[config.mk]
export PLATFORM = sky130hd
export DESIGN_NAME = button_debounce
export DESIGN_NICKNAME = d
export VERILOG_FILES = /design/src/rtl/elbert_io_pkg.sv /design/src/rtl/sync_ff_chain.sv /design/src/rtl/button_debounce.sv
export SDC_FILE = /design/constraint.sdc
export NUM_CORES = 1
export LEC_CHECK = 0
export CORE_MARGIN = 1
export CORE_UTILIZATION = 44
export CTS_BUF_LIST = sky130_fd_sc_hd__clkbuf_4 sky130_fd_sc_hd__clkbuf_8
export CTS_CLUSTER_DIAMETER = 40
export CTS_CLUSTER_SIZE = 12
export DETAILED_ROUTE_END_ITERATION = 6
export PLACE_DENSITY = 0.59
export SYNTH_ARGS = -nofsm -noshare
export SYNTH_HDL_FRONTEND = slang
export SYNTH_SLANG_ARGS = --single-unit
[constraint.sdc]
create_clock -name Clk -period 4.3 [get_ports Clk]
set_input_delay 0.645 -clock Clk [delete_from_list [all_inputs] [get_ports Clk]]
set_output_delay 0.645 -clock Clk [all_outputs]
set_load 0.02 [all_outputs]
[src/rtl/elbert_io_pkg.sv]
// Shared definitions for the Elbert V2 board I/O conditioning blocks.
// Provides the debouncer state encoding, the board clock rate and a time-to-cycles helper.
package elbert_io_pkg;

   localparam int CLK_HZ = 12000000;

   typedef enum logic [1:0] {
      STABLE_HIGH  = 2'd0,
      CONFIRM_LOW  = 2'd1,
      STABLE_LOW   = 2'd2,
      CONFIRM_HIGH = 2'd3
   } db_state_e;

   function automatic int ms_to_cycles(input int ms);
      return (CLK_HZ / 1000) * ms;
   endfunction

endpackage

[src/rtl/sync_ff_chain.sv]
// Multi-flop synchronizer for an asynchronous board input; resets to 1 to match a pulled-up idle pin.
module sync_ff_chain #(
   parameter int STAGES = 2
) (
   input  logic clk,
   input  logic rst,
   input  logic d,
   output logic q
);

   logic [STAGES-1:0] chain_q;
   logic [STAGES-1:0] chain_d;

   // Shift the raw input one stage deeper every clock.
   always_comb begin
      chain_d = {chain_q[STAGES-2:0], d};
   end

   // Synchronizer flops.
   always_ff @(posedge clk or posedge rst) begin
      if (rst) begin
         chain_q <= {STAGES{1'b1}};
      end else begin
         chain_q <= chain_d;
      end
   end

   assign q = chain_q[STAGES-1];

endmodule

[src/rtl/button_debounce.sv]
// Debounces one active-low push-button pin into a clean level plus press, release
// and long-press strobes; a new level is accepted only after a full run of equal samples.
module button_debounce
   import elbert_io_pkg::*;
#(
   parameter int SYNC_STAGES   = 2,
   parameter int STABLE_CYCLES = ms_to_cycles(10),
   parameter int LONG_CYCLES   = ms_to_cycles(1000)
) (
   input  logic Clk,
   input  logic Reset,
   input  logic PinIn,
   output logic Level,
   output logic Fall,
   output logic Rise,
   output logic LongPress,
   output logic Busy
);

   localparam int CNT_W   = $clog2(STABLE_CYCLES + 1);
   localparam bit LONG_EN = (LONG_CYCLES > 0);
   localparam int HOLD_W  = LONG_EN ? $clog2(LONG_CYCLES + 1) : 1;

   localparam logic [CNT_W-1:0]  CNT_ZERO  = CNT_W'(0);
   localparam logic [CNT_W-1:0]  CNT_ONE   = CNT_W'(1);
   localparam logic [CNT_W-1:0]  CNT_LAST  = CNT_W'(STABLE_CYCLES - 1);
   localparam logic [HOLD_W-1:0] HOLD_ZERO = HOLD_W'(0);
   localparam logic [HOLD_W-1:0] HOLD_ONE  = HOLD_W'(1);
   localparam logic [HOLD_W-1:0] HOLD_LAST = HOLD_W'(LONG_EN ? LONG_CYCLES - 1 : 0);
   localparam logic [HOLD_W-1:0] HOLD_MAX  = HOLD_W'(LONG_EN ? LONG_CYCLES : 0);

   db_state_e         state_q, state_d;
   logic [CNT_W-1:0]  cnt_q, cnt_d;
   logic [HOLD_W-1:0] hold_q, hold_d;
   logic              level_q, level_d;
   logic              fall_q, fall_d;
   logic              rise_q, rise_d;
   logic              long_q, long_d;
   logic              busy_q, busy_d;
   logic              pin_sync;
   logic              accept_s;

   sync_ff_chain #(
      .STAGES (SYNC_STAGES)
   ) u_sync (
      .clk (Clk),
      .rst (Reset),
      .d   (PinIn),
      .q   (pin_sync)
   );

   // The run in progress is complete when this sample is its STABLE_CYCLES-th.
   assign accept_s = (STABLE_CYCLES == 1) || (cnt_q == CNT_LAST);

   // Next-state, counters and strobes.
   always_comb begin
      state_d = state_q;
      cnt_d   = cnt_q;
      hold_d  = hold_q;
      level_d = level_q;
      fall_d  = 1'b0;
      rise_d  = 1'b0;
      long_d  = 1'b0;
      case (state_q)
         STABLE_HIGH: begin
            if (!pin_sync) begin
               state_d = CONFIRM_LOW;
               cnt_d   = CNT_ONE;
            end else begin
               cnt_d   = CNT_ZERO;
            end
         end
         CONFIRM_LOW: begin
            if (pin_sync) begin
               state_d = STABLE_HIGH;
               cnt_d   = CNT_ZERO;
            end else if (accept_s) begin
               state_d = STABLE_LOW;
               cnt_d   = CNT_ZERO;
               level_d = 1'b0;
               fall_d  = 1'b1;
               hold_d  = HOLD_ZERO;
            end else begin
               cnt_d   = cnt_q + CNT_ONE;
            end
         end
         STABLE_LOW: begin
            if (pin_sync) begin
               state_d = CONFIRM_HIGH;
               cnt_d   = CNT_ONE;
            end else if (LONG_EN && (hold_q != HOLD_MAX)) begin
               // Saturating at HOLD_MAX gives exactly one LongPress per press.
               hold_d  = hold_q + HOLD_ONE;
               long_d  = (hold_q == HOLD_LAST);
            end else begin
               hold_d  = hold_q;
            end
         end
         CONFIRM_HIGH: begin
            if (!pin_sync) begin
               state_d = STABLE_LOW;
               cnt_d   = CNT_ZERO;
            end else if (accept_s) begin
               state_d = STABLE_HIGH;
               cnt_d   = CNT_ZERO;
               level_d = 1'b1;
               rise_d  = 1'b1;
               hold_d  = HOLD_ZERO;
            end else begin
               cnt_d   = cnt_q + CNT_ONE;
            end
         end
         default: begin
            state_d = STABLE_HIGH;
            cnt_d   = CNT_ZERO;
            hold_d  = HOLD_ZERO;
            level_d = 1'b1;
         end
      endcase
      busy_d = (state_d == CONFIRM_LOW) || (state_d == CONFIRM_HIGH);
   end

   // State, counters and registered outputs.
   always_ff @(posedge Clk or posedge Reset) begin
      if (Reset) begin
         state_q <= STABLE_HIGH;
         cnt_q   <= CNT_ZERO;
         hold_q  <= HOLD_ZERO;
         level_q <= 1'b1;
         fall_q  <= 1'b0;
         rise_q  <= 1'b0;
         long_q  <= 1'b0;
         busy_q  <= 1'b0;
      end else begin
         state_q <= state_d;
         cnt_q   <= cnt_d;
         hold_q  <= hold_d;
         level_q <= level_d;
         fall_q  <= fall_d;
         rise_q  <= rise_d;
         long_q  <= long_d;
         busy_q  <= busy_d;
      end
   end

   assign Level     = level_q;
   assign Fall      = fall_q;
   assign Rise      = rise_q;
   assign LongPress = long_q;
   assign Busy      = busy_q;

endmodule

After elaboration in Yosys (flattened, before gate mapping)
Index checks and enable logic that the tools add are counted.

Add/sub/neg operators: 2. Multipliers: 0. Divide/modulo/power cells: 0. $lt $le $gt $ge: 0. Eq/ne operators: 15. Shift operators: 0. Muxes and demuxes: 32. Bitwise operators: 0. Reductions and logical operators: 6.

Operators with widths (number): 24-bit 2-to-1 mux (5); 24-bit case mux with 3 select lines (1); 17-bit 2-to-1 mux (4); 17-bit case mux with 4 select lines (1); 24-bit by 1-bit adder with 24-bit output, second input constant (1); 24-bit equality test, second input constant (1); 24-bit inequality test, second input constant (1); 17-bit by 1-bit adder with 17-bit output, second input constant (1); 17-bit equality test, second input constant (1); 1-bit 2-to-1 mux (13); 2-bit 2-to-1 mux (6); 2-bit inequality test, second input constant (5); 5-bit AND reduction (2); 2-bit case mux with 4 select lines (1); 2-bit equality test, second input constant (3); 2-bit by 1-bit equality test with 1-bit output, second input constant (2); 2-bit by 1-bit inequality test with 1-bit output, second input constant (2); 3-bit nonzero test (1); 2-bit zero test (1); 1-bit case mux with 2 select lines (1); 2-bit nonzero test (1); 1-bit logical OR (1).

Register bits: 50. Latch bits: 0. RAM bits: 0. Bits in read-only memories: 0. Input bits: 3. Word-level logic and storage cells: 64. Memories kept: 0.

Logic depth before layout (Yosys ltp)
Gate-level depths: netlist of run 1.

Word-level depth: 6. Depth in mapped cells: 8.

Cells and area by module
From an unflattened synthesis of run 1, not the netlist that was laid out.

Cell total of the unflattened synthesis: 299. Area total of the unflattened synthesis: 2756.4 sq um.

Modules (own cells, without submodules): button_debounce (times used 1, cells an instance 296, area an instance 2700.1 sq um, seq. area each 1202.4 sq um); sync_ff_chain (times used 1, cells an instance 3, area an instance 56.3 sq um, seq. area each 52.6 sq um).

Least setup slack after synthesis of run 1
OpenSTA, ideal clock, no wires.

Path kind: register to register. Start: register cnt_q[0]. End: register hold_q[0]. Arrival time: 1598 ps. Data required time: 4175 ps. Setup slack: 2578 ps. Cell stages (with the launch flop): 8. Cell sequence: dfrtp_1 ha_1 and3_1 and2_1 buf_2 nand4_4 a21o_2 mux2_2.

Longest elaborated chain between the ends: 4. Elaborated cells between the ends (all ways): 5. Those cells by class: eq/ne (1); mux (4).

Ends and longest elaborated chain: start, declared (RTL line button_debounce.sv:33) `logic [CNT_W-1:0] cnt_q, cnt_d;`; start signal, assigned (RTL line button_debounce.sv:136) `cnt_q <= cnt_d;`; 17-bit equality test * (RTL line button_debounce.sv:53) `assign accept_s = (STABLE_CYCLES == 1) || (cnt_q == CNT_LAST);`; 24-bit 2-to-1 mux *; 24-bit 2-to-1 mux, on equally long branches; 24-bit case mux with 3 select lines *; end signal, assigned (RTL line button_debounce.sv:137) `hold_q <= hold_d;`; end, declared (RTL line button_debounce.sv:34) `logic [HOLD_W-1:0] hold_q, hold_d;`.

Every way passes the cells marked *; elsewhere a longest branch is shown, timed or not. The select of a mux whose other input is x is not followed. A chain may end at the register's enable or synchronous reset.

Final worst setup path of run 1
Start: register hold_q[0]. End: register hold_q[0].

Longest elaborated chain between the ends: 4. Elaborated cells between the ends (all ways): 10. Those cells by class: add/sub (1); eq/ne (2); mux (6); reduce/logical (1).

Ends and longest elaborated chain: 24-bit by 1-bit adder with 24-bit output (RTL line button_debounce.sv:93) `hold_d = hold_q + HOLD_ONE;`; 24-bit 2-to-1 mux (RTL line button_debounce.sv:91) `end else if (LONG_EN && (hold_q != HOLD_MAX)) begin`; 24-bit 2-to-1 mux (RTL line button_debounce.sv:88) `if (pin_sync) begin`; 24-bit case mux with 3 select lines (RTL line button_debounce.sv:64) `case (state_q)`.

Several ways; a longest one is shown, not always the timed one. The select of a mux whose other input is x is not followed.

==> flow_summary.yaml, run 1 <==
placement:
  place_area_um2: 2890
  port_buffers: 7
  post-dp-hpwl_um: 3690
  place_inst: 345
  place.gp.congestion: 0.751
clock_network:
  clk_pin_slew_worst_paths_ns: 0.10
  hold_buffers: 0
  tritoncts: "done"
  clk_latency_ns: 0.31
  cts_sinks: 50
  cts_resized: 0
  htreeDepth: 2
  cts_buffers: 5
  clockBufferDepth: 2
  clockRootBuffer: "clkbuf_8"
  postCtsSetupRepairBufs: 0
synth:
  yosys.area_share.simple_pct: 25.9
  synth_compound_area_share_pct: 15.1
  synthXorXnorAreaFrac_pct: 1.55
  synth_sequential_area_ratio_pct: 44.4
  synthMuxAreaShare_pct: 7.12
  synth_seq_cells: 50
  yosysWarnings: 0
  synth_top_family_by_area: "simple AND/OR/NAND/NOR gates"
  synth_area_um2: 2830
  yosys.area_share.adder_pct: 1.33
  synthCells: 278
  synth.distinct_cells: 55
  synthArstFlopShare_pct: 100
  syn_area_per_cell_um2: 10.2
  synth_nets: 284
  yosys_most_used_dff: "dfrtp_1"
  synth_edf_count: 0
cells_and_area:
  fin_area_um2: 2980
  area_growth_pct: 5.31
  layout-drive-gt1-share_pct: 13.7
  antenna-diode-count: 0
  layout.nets: 283
  nFillCells: 561
  final_cells: 353
  utilization_pct: 49.2
die:
  die_area_um2: 6750
  die_y_um: 82.2
  io_pins: 8
  num_rows: 28
  die_w_um: 82.2
  start_util_pct: 46.7
  core_um2: 6060
sta:
  rsz0062_at_grt: "false"
  finClkSkew_ns: 0.00400
  drv_slew: 0
  fmax_mhz: 412
  maxSlewHeadroom_pct: 30.4
  period_share_pct: 56.5
  post-route-min-period_ns: 2.43
  tns_ns: 0
  setup_viol: 0
  tightest_slew_ns: 1.04
  hold_viol_final: 0
detailed_routing:
  wl_um: 5590
  post-route-drc-count: 0
  drtAntennaViolNets: 0
  wire_per_inst_um: 15.8
  dr.first_iter.drc_count: 113
  viasPerCell: 5.88
  vias: 2075
  drt_first_pass_iters: 4
power:
  p_leak_nw: 1.19
  p_total_mw: 0.805
  power.density_nw_per_um2: 270
  vdd_ir_drop_max_v: 0.000155
global_routing:
  grt_antenna_before_repair: 0
  grt_first_pass_wirelength_um: 9470
  grt_overflow: 0
  grt_pass1_vias: 1842
  grtUsageTotal_pct: 18.8
  grt_max_degree: 51
critical_path:
  arrival_ns: 2.64
  endpoint_kind: "flop"
  reg2reg_slack_ns: 1.87
  path_class: "flop to flop"
  r2r_cells: 7
  required_ns: 4.51
  crit_path_start_kind: "flop"
  crit_fanout: 25
outcome:
  status: "finished, final reports clean"
worst_hold_path:
  hold_depth: 0
  worstHoldPathType: "flop to flop"
job:
  drv_cap: 0
[synthesized netlist by cell type, types with 4 or more instances]
cell / instances / area [um^2]
dfrtp_1: 47 / 1180
nand2_1: 23 / 86.3
nand3_1: 20 / 100
mux2i_1: 19 / 190
a21oi_1: 17 / 85.1
and3_1: 11 / 68.8
nand4_1: 11 / 68.8
nor2_1: 11 / 41.3
a21oi_2: 9 / 78.8
o21ai_0: 9 / 45.0
a31oi_1: 8 / 50.1
a22o_1: 7 / 61.3
inv_1: 7 / 26.3
buf_2: 6 / 30.0
and2_1: 4 / 25.0
[cells by family after synthesis]
logic type | Yosys count
flops | 50
simple gates | 116
buf+inv | 22
mux | 20
xor+xnor | 5
fa+ha+maj | 3
compound gates | 62
[flip-flops by register name, indices dropped and copies added, names as in the netlist]
signal          count
Busy                1
Fall                1
Level               1
LongPress           1
Rise                1
cnt_q              17
hold_q             24
state_q             2
u_sync.chain_q      2
[report_power, final]
part / leakage, nW / internal [mW] / switching, mW
clock: 0.0441 / 0.115 / 0.171
combinational: 0.468 / 0.0110 / 0.0231
sequential: 0.681 / 0.477 / 0.00732
total: 1.19 / 0.603 / 0.202
[final cells by class]
cell class	count	area (um^2)	area share (%)
multi-input combinational	206	1440	48.5
sequential	50	1250	42.1
tap	75	93.8	3.15
timing repair buffer	7	70.1	2.35
clock buffer	5	68.8	2.31
inverter	7	26.3	0.882
clock inverter	3	21.3	0.714
[final timing paths]
path / endpoint / start
max: hold_q[0] / hold_q[0]
min: u_sync.chain_q[1] / u_sync.chain_q[0]
max reg2reg: hold_q[0] / hold_q[0]
min reg2reg: u_sync.chain_q[1] / u_sync.chain_q[0]
max in group asynchronous: cnt_q[16] / Reset
min in group asynchronous: hold_q[8] / Reset
[per-stage QoR]
stage	setup WS [ns]	hold slack, ns
after CTS	1.85	0.373
after global placement	1.92	0.360
after detailed placement	1.87	0.351
final	1.87	0.372
after global routing	1.70	0.380
after floorplan	2.46	0.345
[per-layer routing]
metal	global-route usage (%)	vias to the layer above	share of wire [%]
met3	3.30	5	2.5
li1	-	1024	-
met2	26.0	25	42
met5	0	-	0
met4	8.42	0	1.3
met1	28.1	1021	54
[worst max-delay path, stage by stage, from the launching register on]
cell and delay (ns):
dfrtp_1 0.42, inv_1 0.09, ha_1 0.14, nor4b_1 0.24
a31oi_1 0.17, nor3_4 0.81, nor2_1 0.15, mux2_2 0.30
[layout by cell type, fill, tap and decap left out, types with 2 or more instances in the layout]
cell type / netlist / routed
nor3_4: 3 / 3
a21oi_2: 9 / 9
and3_1: 11 / 11
clkbuf_8: 1 / 5
o21ai_0: 9 / 9
nand4_1: 11 / 11
and4_1: 3 / 3
dfstp_2: 3 / 3
nand2_1: 23 / 23
mux2i_1: 19 / 19
nand2b_1: 2 / 2
a41oi_1: 2 / 2
nand3_1: 20 / 20
nand3b_1: 2 / 2
ha_1: 3 / 3
nor3_1: 3 / 3
dfrtp_1: 47 / 47
nor2b_1: 2 / 2
and4bb_2: 2 / 2
xor2_1: 2 / 2
or2_2: 3 / 3
and2_1: 4 / 4
inv_1: 7 / 6
or3b_1: 2 / 2
xnor2_1: 3 / 3
clkdlybuf4s50_1: 0 / 7
a31oi_1: 8 / 8
nor2_1: 11 / 11
nor4_1: 2 / 2
o21a_1: 2 / 2
or3_1: 2 / 2
a22o_1: 7 / 7
a21oi_1: 17 / 17
No activity file was read; power rests on OpenSTA's default activity.
==> run 2: changes to the inputs <==
--- a/config.mk
+++ b/config.mk
@@ -11,7 +11,7 @@
 export CTS_CLUSTER_DIAMETER = 40
 export CTS_CLUSTER_SIZE = 12
 export DETAILED_ROUTE_END_ITERATION = 6
-export PLACE_DENSITY = 0.59
+export PLACE_DENSITY = 0.61
 export SYNTH_ARGS = -nofsm -noshare
 export SYNTH_HDL_FRONTEND = slang
 export SYNTH_SLANG_ARGS = --single-unit
==> constraint.sdc (replaced) <==
create_clock -name Clk -period 2 [get_ports Clk]
set_input_delay 0.3 -clock Clk [delete_from_list [all_inputs] [get_ports Clk]]
set_output_delay 0.3 -clock Clk [all_outputs]
set_load 0.02 [all_outputs]
==> run 2 against run 1 <==
  * Clock power grew to 2.7 times the previous value
  * Register-to-register slack worse by 1.7 ns
  * Die area unchanged
  * Wire length is 2.4% higher
  * Setup slack got worse by 1.7 ns
  * Largest cell class unchanged
==> flow_summary.yaml, run 2 (synthesized netlist as in run 1, its figures left out) <==
critical_path:
  r2r_end: "hold_q[0]"
  arrival_ns: 2.07
  reg2reg_slack_ns: 0.13
  crit_path_start_kind: "flop"
  path_class: "flop to flop"
  endpoint_kind: "flop"
  r2r-start: "cnt_q[13]"
  required_ns: 2.20
  r2r_cells: 5
  crit_fanout: 8
placement:
  post-dp-hpwl_um: 4110
  post-place-ws_ns: 0.0454
  place_area_um2: 3060
  port_buffers: 7
  place_inst: 368
  place.gp.congestion: 0.878
detailed_routing:
  drt_first_pass_iters: 5
  wire_per_inst_um: 15.2
  vias: 2142
  viasPerCell: 5.70
  post-route-drc-count: 0
  dr.first_iter.drc_count: 151
  drtAntennaViolNets: 0
  wl_um: 5720
power:
  p_leak_nw: 1.33
  p_total_mw: 1.90
  vdd_ir_drop_max_v: 0.000321
  power.density_nw_per_um2: 591
die:
  start_util_pct: 46.7
  io_pins: 8
  core_um2: 6060
  num_rows: 28
  die_y_um: 82.2
  die_area_um2: 6750
  die_w_um: 82.2
cells_and_area:
  final_cells: 376
  final_cell_mix: "dfrtp_1, nand2_1, buf_4"
  layout-drive-gt1-share_pct: 21.6
  largest_reg_flops: 24
  utilization_pct: 53.0
  largest_register: "hold_q"
  fin_area_um2: 3210
  layout.nets: 306
  multi_input_area_um2: 1460
  area_growth_pct: 13.6
  reg_top3: "hold_q: 24 flops, cnt_q: 17 flops"
  mostFrequentLayoutCell: "dfrtp_1"
  nFillCells: 553
  register_area_um2: 1250
  antenna-diode-count: 0
clock_network:
  hold_buffers: 0
  cts_buffers: 5
  clk_latency_ns: 0.31
  clockRootBuffer: "clkbuf_8"
  tritoncts: "done"
  clk_pin_slew_worst_paths_ns: 0.10
  clockBufferDepth: 2
  cts_sinks: 50
  htreeDepth: 2
global_routing:
  grtUsageTotal_pct: 19.2
  grt_max_degree: 23
  grt_overflow: 0
  grt_first_pass_wirelength_um: 9850
  grt_antenna_before_repair: 0
  grt_pass1_vias: 2006
sta:
  drv_slew: 0
  fmax_mhz: 534
  post-route-min-period_ns: 1.87
  period_share_pct: 93.7
  setup_viol: 0
  maxSlewHeadroom_pct: 69.4
  whs_ns: 0.308
  tns_ns: 0
  worst_slack_ns: 0.126
  hold_viol_final: 0
  tightest_slew_ns: 0.459
  rsz0062_at_grt: "false"
  finClkSkew_ns: 0.0169
outcome:
  status: "finished, final reports clean"
job:
  drv_cap: 0
worst_hold_path:
  worstHoldPathType: "input port to asynchronous set/reset pin"
[run 2: final cells by class]
class / count / area share, %
clock buffers: 6 / 2.57
repair buffers: 30 / 7.91
flip-flops and latches: 50 / 39.1
multi-input cells: 206 / 45.5
well taps: 75 / 2.92
inverters: 7 / 0.818
clock inverters: 2 / 1.21
[run 2: worst max path at each step]
stage / startpoint / endpoint / depth (start not counted)
after detailed placement: cnt_q[0] / cnt_q[5] / 7
after floorplan: cnt_q[0] / hold_q[0] / 7
after CTS: cnt_q[0] / cnt_q[10] / 7
after global routing: cnt_q[0] / cnt_q[5] / 7
final: cnt_q[13] / hold_q[0] / 5
after global placement: hold_q[0] / hold_q[17] / 8
[run 2: critical path, stage by stage, from the launching register on]
cell,delay (ns)
dfrtp_1,0.44
nand4b_1,0.27
nor3_4,0.33
nand4_4,0.23
a21o_2,0.25
mux2_2,0.25
[run 2: per-layer routing]
layer  vias up  GRT usage (%)  share of wire, %
met1      1031           28.1                54
met2        31           29.0                42
li1       1073              -                 -
met4         0           5.61              0.96
met3         7           3.30               3.2
met5         -              0                 0
[run 2: power by group]
group | leakage (nW) | switching (mW) | internal (mW)
combinational | 0.591 | 0.0576 | 0.0396
sequential | 0.681 | 0.0128 | 1.03
clock | 0.0618 | 0.352 | 0.412
total | 1.33 | 0.423 | 1.48
[run 2: what timing repair did]
action | in CTS | in global routing
setup buffers | 0 | 0
resized for setup | 0 | 8
endpoints found under the hold margin | 0 | 0
endpoints found under the setup margin | 0 | 31
==> run 3: changes to the inputs <==
--- a/config.mk
+++ b/config.mk
@@ -12,6 +12,7 @@
 export CTS_CLUSTER_SIZE = 12
 export DETAILED_ROUTE_END_ITERATION = 6
 export PLACE_DENSITY = 0.61
+export SETUP_SLACK_MARGIN = 0.2
 export SYNTH_ARGS = -nofsm -noshare
 export SYNTH_HDL_FRONTEND = slang
 export SYNTH_SLANG_ARGS = --single-unit
==> run 3 against run 2 <==
  * Setup slack better by 0.018 ns
  * Critical path depth is 1 higher
  * Utilization is 5.6 points higher
  * Global-route usage is 0.42 points higher
  * Largest power group unchanged
  * Largest cell class unchanged
==> flow_summary.yaml, run 3 (synthesized netlist as in run 1, its figures left out) <==
outcome:
  status: "finished, final reports clean"
global_routing:
  grt_overflow: 0
  grtUsageTotal_pct: 19.7
  grt_pass1_vias: 2075
  grt_first_pass_wirelength_um: 10100
  grt_max_degree: 23
  grt_antenna_before_repair: 0
worst_hold_path:
  worstHoldPathType: "input port to asynchronous set/reset pin"
cells_and_area:
  area_growth_pct: 25.5
  largest_reg_flops: 24
  final_cell_mix: "dfrtp_1, buf_4, nand2_1"
  antenna-diode-count: 0
  final_cells: 395
  utilization_pct: 58.6
  reg_top3: "hold_q: 24 flops, cnt_q: 17 flops"
  layout.nets: 325
  mostFrequentLayoutCell: "dfrtp_1"
  largest_register: "hold_q"
  layout-drive-gt1-share_pct: 32.8
die:
  num_rows: 28
  die_area_um2: 6750
  core_um2: 6060
  die_w_um: 82.2
  die_y_um: 82.2
  start_util_pct: 46.7
  io_pins: 8
sta:
  fmax_mhz: 539
  setup_viol: 0
  period_share_pct: 92.8
  rsz0062_at_grt: "true"
  post-route-min-period_ns: 1.86
  tns_ns: 0
  whs_ns: 0.313
  maxSlewHeadroom_pct: 68.4
  drv_slew: 0
  finClkSkew_ns: 0.0169
  hold_viol_final: 0
  tightest_slew_ns: 0.474
detailed_routing:
  wl_met1_um: 3260
  drt_first_pass_iters: 4
  viasPerCell: 5.79
  wl_met3_um: 225
  top_layer_used: "met4"
  wire_per_inst_um: 16.0
  dr.first_iter.drc_count: 168
  vias: 2287
  wl_um: 6320
  drtAntennaViolNets: 0
  post-route-drc-count: 0
  dr_wl_met2_um: 2770
critical_path:
  cp_top_family: "simple AND/OR/NAND/NOR gates"
  path_class: "flop to flop"
  required_ns: 2.24
  r2r_end: "cnt_q[15]"
  worstPathCellList: "ha_2, and3_4, and4_4, a21oi_4, or3b_4, nand3_2"
  arrival_ns: 2.10
  r2r-start: "cnt_q[1]"
  startpoint: "cnt_q[1]"
  crit_path_start_kind: "flop"
  cpMaxStageDelayCell: "dfrtp_1"
  cp_num_buf_inv: 0
  endpoint_kind: "flop"
  crit_fanout: 6
  r2r_cells: 6
  critical-path-max-stage-delay_ns: 0.42
  worstSetupPathDepth: 6
  reg2reg_slack_ns: 0.14
placement:
  place_inst: 368
  post-dp-hpwl_um: 4110
  port_buffers: 7
  place.gp.congestion: 0.878
clock_network:
  cts_buffers: 5
  tritoncts: "done"
  clockBufferDepth: 2
  hold_buffers: 0
  htreeDepth: 2
  clk_pin_slew_worst_paths_ns: 0.10
  clockRootBuffer: "clkbuf_8"
  clk_latency_ns: 0.31
  cts_sinks: 50
job:
  drv_cap: 0
power:
  p_leak_nw: 1.51
  vdd_ir_drop_max_v: 0.000323
  power.density_nw_per_um2: 547
  p_total_mw: 1.94
## run 3: changes by cell type in the layout (fill, tap and decap cells not counted), sizes merged
cell	before	now
buf	23	40
clkbuf	6	8
clkdlybuf4s50	7	6
dlymetal6s2s	0	1
## run 3: worst register-to-register path: cells and delay by family, from the launching register on
kind,cells,cell delay (ns)
flops,1,0.42
compound gates,1,0.28
simple gates,4,0.89
fa+ha+maj,1,0.21
## run 3: stage by stage
step | instance area (um^2) | setup slack, ns
final | 3550 | 0.143
after global routing | 3550 | 0.0919
after CTS | 3270 | 0.182
after detailed placement | 3060 | 0.0454
after global placement | 3060 | 0.0837
after floorplan | 2830 | 0.278
## run 3: worst max path at each step
stage / slack (ns) / endpoint
floorplan: 0.28 / hold_q[0]
global placement: 0.08 / hold_q[17]
detailed placement: 0.05 / cnt_q[5]
CTS: 0.18 / hold_q[7]
global route: 0.09 / cnt_q[15]
finish: 0.14 / cnt_q[15]
## run 3: report_power, final
part           switching [mW]  internal [mW]
logic                  0.0702         0.0661
clock network           0.353          0.412
registers              0.0146           1.03
## run 3: cell type report
| class | count | area, um^2 |
|---|---|---|
| repair buffers | 49 | 460 |
| clock buffers | 6 | 82.6 |
| flip-flops and latches | 50 | 1250 |
| clock inverters | 2 | 38.8 |
| multi-input cells | 206 | 1590 |
| well taps | 75 | 93.8 |
| fillers | 501 | 2510 |
| inverters | 7 | 26.3 |
## run 3: what timing repair did
action | CTS | global route
gates resized for setup | 11 | 39
pin swaps | 3 | 15
setup buffers | 6 | 10
gates cloned | 0 | 3
endpoints found under the setup margin | 36 | 37
## run 3: metal layers
| metal | vias to the layer above | global-route usage, % |
|---|---|---|
| li1 | 1114 | - |
| met1 | 1113 | 27.9 |
| met2 | 51 | 30.4 |
| met3 | 9 | 3.63 |
| met4 | 0 | 5.79 |
| met5 | - | 0 |
